==> src/rtl/psum_drain_fifo_if.sv <==
// Handshake/data bundle between a mac_tile column's south psum output, the
// psum_drain_fifo below it and the downstream reader.
interface psum_drain_fifo_if #(
    parameter int psum_bw = 16,
    parameter int idx_bw  = 8
);
    logic [psum_bw-1:0] in_s;
    logic               wr;
    logic               rd;
    logic               clear;
    logic [psum_bw-1:0] out;
    logic               o_valid;
    logic               o_full;
    logic               o_empty;
    logic [psum_bw-1:0] max_val;
    logic [idx_bw-1:0]  max_idx;

    modport master (
        output in_s, wr, rd, clear,
        input  out, o_valid, o_full, o_empty, max_val, max_idx
    );

    modport slave (
        input  in_s, wr, rd, clear,
        output out, o_valid, o_full, o_empty, max_val, max_idx
    );
endinterface

==> src/rtl/psum_drain_fifo.sv <==
// Buffers a mac_tile column's south psum stream in a circular FIFO; with
// DRAIN_MAX_TRACK_EN defined it also tracks the largest signed psum and its index.
module psum_drain_fifo #(
    parameter int psum_bw = 16,
    parameter int depth   = 8,
    parameter int idx_bw  = 8
) (
    input  logic              clk,
    input  logic              reset,
    psum_drain_fifo_if.slave  bus
);
    localparam int ptr_bw = $clog2(depth);
    localparam int cnt_bw = ptr_bw + 1;

    logic [psum_bw-1:0] mem [depth];
    logic [ptr_bw-1:0]  wr_ptr;
    logic [ptr_bw-1:0]  rd_ptr;
    logic [cnt_bw-1:0]  count;
    logic [cnt_bw-1:0]  count_next;
    logic               full_r;
    logic               empty_r;
    logic               rd_accept;
    logic               wr_accept;
    logic [psum_bw-1:0] out_r;
    logic               valid_r;

    // A read frees a slot in the same cycle, so a full FIFO still accepts a write alongside it.
    always_comb begin
        rd_accept  = bus.rd && !empty_r;
        wr_accept  = bus.wr && (!full_r || rd_accept);
        count_next = count;
        if (wr_accept && !rd_accept)
            count_next = count + cnt_bw'(1);
        else if (rd_accept && !wr_accept)
            count_next = count - cnt_bw'(1);
    end

    always_ff @(posedge clk) begin
        if (reset) begin
            wr_ptr  <= '0;
            rd_ptr  <= '0;
            count   <= '0;
            full_r  <= 1'b0;
            empty_r <= 1'b1;
        end else begin
            if (wr_accept)
                wr_ptr <= wr_ptr + ptr_bw'(1);
            if (rd_accept)
                rd_ptr <= rd_ptr + ptr_bw'(1);
            count   <= count_next;
            full_r  <= (count_next == cnt_bw'(depth));
            empty_r <= (count_next == '0);
        end
    end

    always_ff @(posedge clk) begin
        if (!reset && wr_accept)
            mem[wr_ptr] <= bus.in_s;
    end

    always_ff @(posedge clk) begin
        if (reset) begin
            out_r   <= '0;
            valid_r <= 1'b0;
        end else begin
            valid_r <= rd_accept;
            if (rd_accept)
                out_r <= mem[rd_ptr];
        end
    end

    assign bus.out     = out_r;
    assign bus.o_valid = valid_r;
    assign bus.o_full  = full_r;
    assign bus.o_empty = empty_r;

`ifdef DRAIN_MAX_TRACK_EN
    logic [idx_bw-1:0]  seq_cnt;
    logic [idx_bw-1:0]  max_idx_r;
    logic [psum_bw-1:0] max_val_r;
    logic               seeded;

    // Strict greater-than keeps the earliest index on ties; clear beats a concurrent write.
    always_ff @(posedge clk) begin
        if (reset || bus.clear) begin
            seq_cnt   <= '0;
            max_idx_r <= '0;
            max_val_r <= '0;
            seeded    <= 1'b0;
        end else if (wr_accept) begin
            seq_cnt <= seq_cnt + idx_bw'(1);
            if (!seeded || ($signed(bus.in_s) > $signed(max_val_r))) begin
                max_val_r <= bus.in_s;
                max_idx_r <= seq_cnt;
                seeded    <= 1'b1;
            end
        end
    end

    assign bus.max_val = max_val_r;
    assign bus.max_idx = max_idx_r;
`else
    logic unused_clear;

    assign unused_clear = bus.clear;
    assign bus.max_val  = '0;
    assign bus.max_idx  = '0;
`endif
endmodule

==> src/flat_wrapper.sv <==
// flat-port wrapper written by rule: the top's interface ports become plain ports
module psum_drain_fifo_flat 
#(
    parameter int psum_bw = 16,
    parameter int depth   = 8,
    parameter int idx_bw  = 8
)
  (clk, reset, bus_in_s, bus_wr, bus_rd, bus_clear, bus_out, bus_o_valid, bus_o_full, bus_o_empty, bus_max_val, bus_max_idx);
  psum_drain_fifo_if #(.psum_bw(psum_bw), .idx_bw(idx_bw)) bus_i ();
  input  logic clk;
  input  logic reset;
  input wire logic [$bits(bus_i.in_s)-1:0] bus_in_s;
  input wire logic [$bits(bus_i.wr)-1:0] bus_wr;
  input wire logic [$bits(bus_i.rd)-1:0] bus_rd;
  input wire logic [$bits(bus_i.clear)-1:0] bus_clear;
  output wire logic [$bits(bus_i.out)-1:0] bus_out;
  output wire logic [$bits(bus_i.o_valid)-1:0] bus_o_valid;
  output wire logic [$bits(bus_i.o_full)-1:0] bus_o_full;
  output wire logic [$bits(bus_i.o_empty)-1:0] bus_o_empty;
  output wire logic [$bits(bus_i.max_val)-1:0] bus_max_val;
  output wire logic [$bits(bus_i.max_idx)-1:0] bus_max_idx;
  assign bus_i.in_s = bus_in_s;
  assign bus_i.wr = bus_wr;
  assign bus_i.rd = bus_rd;
  assign bus_i.clear = bus_clear;
  assign bus_out = bus_i.out;
  assign bus_o_valid = bus_i.o_valid;
  assign bus_o_full = bus_i.o_full;
  assign bus_o_empty = bus_i.o_empty;
  assign bus_max_val = bus_i.max_val;
  assign bus_max_idx = bus_i.max_idx;
  psum_drain_fifo #(.psum_bw(psum_bw), .depth(depth), .idx_bw(idx_bw)) u_core (.clk(clk), .reset(reset), .bus(bus_i));
endmodule
==> config.mk <==
export PLATFORM = sky130hd
export DESIGN_NAME = psum_drain_fifo_flat
export DESIGN_NICKNAME = d
export VERILOG_FILES = /design/src/rtl/psum_drain_fifo_if.sv /design/src/rtl/psum_drain_fifo.sv /design/src/flat_wrapper.sv
export SDC_FILE = /design/constraint.sdc
export NUM_CORES = 1
export LEC_CHECK = 0
export CORE_MARGIN = 1.5
export CORE_UTILIZATION = 45
export CTS_CLUSTER_SIZE = 30
export DETAILED_ROUTE_END_ITERATION = 8
export PLACE_DENSITY = 0.77
export RECOVER_POWER = 50
export SETUP_SLACK_MARGIN = 0.02
export SLEW_MARGIN = 25
export SYNTH_ARGS = -nofsm -noshare
export SYNTH_HDL_FRONTEND = slang
export SYNTH_SLANG_ARGS = --single-unit
export TNS_END_PERCENT = 30
==> constraint.sdc <==
create_clock -name clk -period 5.4 [get_ports clk]
set_clock_uncertainty 0.2 [all_clocks]
set_input_delay 0.54 -clock clk [delete_from_list [all_inputs] [get_ports clk]]
set_output_delay 0.54 -clock clk [all_outputs]
set_load 0.005 [all_outputs]
==> metrics <==
first-pass GRT wire length=roughly 18000 um; hold depth=2; most common cell after layout, fill and taps aside=edfxtp_1; TritonCTS Sinks=between 150 and 200; DIE HEIGHT=approximately 120 um; FF+latch count, synth=approximately 160; htree depth=4; mean cell area of the mapped netlist=around 18 um2; Worst VDD drop=slightly below 0.0003 V; warning count from the yosys run=0; Initial Utilization=a little under half; TritonCTS clock tree=yes; 1st-iter DRT viols=around 220; HP Class=reg2reg; Port Buffer Count=38; area grow syn2layout=18.23%; n_diodes=0; CP required=about 5.5 ns; ANT nets after route=0; DRC=0; drt first pass iters=4; RSZ-0062 raised after global routing=no; maxcap violations=1; synthesized cell area=6177 um2; initial antenna violation count=0; final setup vio count=0; final hold viol count=0; worst skew pair latency=between 0.4 and 0.5 ns; Setup TNS=0 ns; cell depth of the worst flop-to-flop path=4; R2R setup slack=around 1.6 ns; clock root cell=clkbuf_16; Synth async-reset ratio=0%; Post-CTS Setup Inserts=0; gpl congestion=around 0.73; Worst slew margin=-87.43%; post-CTS sizing=0; Worst Setup End Kind=flop; unique cell type count in the Yosys netlist=39; wire per inst=about 20 um; Final Routed Wirelength=~12000 um; TritonCTS buffer count=17; Max Slew Vio Count=35; critical path, cell by cell=clkbuf_1, mux4_2, mux2i_1, a21oi_1; Post-synth EDFFs=between 100 and 150; kind of critical path=reg2reg; Max stage delay on crit path=1.99 ns; CP max FO=34; Post-synth top flop=edfxtp_1; via/cell ratio=5.350; Die X=between 100 and 150 um; # nets final=between 400 and 500; share of cells above drive strength 1=about 20%; DIE AREA=between 10000 and 15000 um2; Rows=42; slowest CP cell=clkbuf_1; clock buffer depth=2; outcome=finished with violations; Slew @ Worst Pin=roughly 2.8 ns; core area=~13000 um2; Critical Path Source Type=flop; PwrDens=402.1 nW/um2; Reg clk slew, reported paths=about 0.06 ns; Post-DP HPWL=6994 um; failing checks=capacitance limit, slew limit; hold_buf cts=0; Pleak=approximately 2.4 nW; Seq/Total Area, Yosys=between 70% and 80%; largest net degree at the start of global routing=between 40 and 50; Final Core Density=between 50% and 60%; most frequent cells in the layout=edfxtp_1, dlygate4sd3_1, mux4_2, dfxtp_1, conb_1; WP data arrival=roughly 3.9 ns; post-synthesis instance total=350; GRT Util Overall=around 18%; period utilization=between 70% and 80%; GRT overflow=0; IO Pins=64; Tmin final=around 3.8 ns; vias in the first global route=3310; Vias=~3200; Fmax achieved=~260 MHz
-- layout make-up --
class	count	area, um2
repair buffers	49	459.2
multi-input cells	171	1600
clock inverters	12	146.4
fillers	1029	5992
clock buffers	20	436.7
flip-flops and latches	157	4425
inverters	4	15.01
well taps	176	220.2
-- metrics by stage --
step                worst slack (ns)  std cells  hold slack [ns]  power, mW  instance area (um2)
floorplan                      1.995        373           0.3104      1.671                 6264
global placement               1.730        557           0.3254      1.783                 6724
detailed placement             1.653        557           0.3272      1.799                 6724
CTS                            2.073        589           0.3513      2.974                 7307
global route                   1.154        589           0.3781      3.055                 7303
finish                         1.613        589           0.3415      2.937                 7303
-- registers in the layout, indices dropped and copies added (netlist names) --
name and flops:
u_core.bus.o_empty 1, u_core.bus.o_full 1, u_core.bus.o_valid 1, u_core.bus.out 16, u_core.count 4, u_core.mem 128, u_core.rd_ptr 3, u_core.wr_ptr 3
-- worst max-delay path, delay by kind of cell, from the launching register on --
kind / cells / cell delay, ns
buffers and inverters: 1 / 1.99
muxes: 2 / 1.02
DFF: 1 / 0.31
AOI/OAI and AO/OA: 1 / 0.12
-- synth_stat cells, types with 2 or more instances --
cell,count,area (um2)
buf_4,24,180.2
xnor2_1,3,26.28
nand3_1,3,15.01
mux2i_1,17,170.2
clkbuf_1,13,48.80
mux4_2,32,720.7
o211ai_1,2,15.01
ha_1,4,50.05
o21ai_0,17,85.08
edfxtp_1,128,3844
nor2_1,13,48.80
and3_1,3,18.77
nor3_1,2,10.01
nand2_1,7,26.28
inv_1,4,15.01
buf_2,4,20.02
xor2_1,3,26.28
dfxtp_1,29,580.6
nor2b_1,2,12.51
a21oi_1,21,105.1
-- kinds of logic after synthesis --
family	share of synthesized area [%]
simple gates	3.484
mux	14.42
fa+ha+maj	0.8102
other cells	0.06071
xor+xnor	0.8509
buf+inv	4.274
flops	71.62
compound gates	4.476
-- routing by layer --
metal	track usage, %	up-vias	part of all wire [%]
met5	0	-	0
met4	6.696	0	1.5
met3	5.656	20	5.4
met2	28.61	121	50
met1	21.99	1584	43
li1	-	1426	-
-- power by group --
group	internal, mW	switching (mW)
sequential	1.37	0.0336
clock	0.722	0.451
combinational	0.184	0.180
total	2.27	0.665
-- final timing paths --
path                                   startpoint                 to
worst max register to register   u_core.rd_ptr[0]  u_core.bus.out[9]
worst min register to register  u_core.bus.out[2]  u_core.bus.out[2]
worst max-delay path             u_core.rd_ptr[0]  u_core.bus.out[9]
worst min-delay path            u_core.bus.out[2]  u_core.bus.out[2]
(Power assumes the default switching activity.)
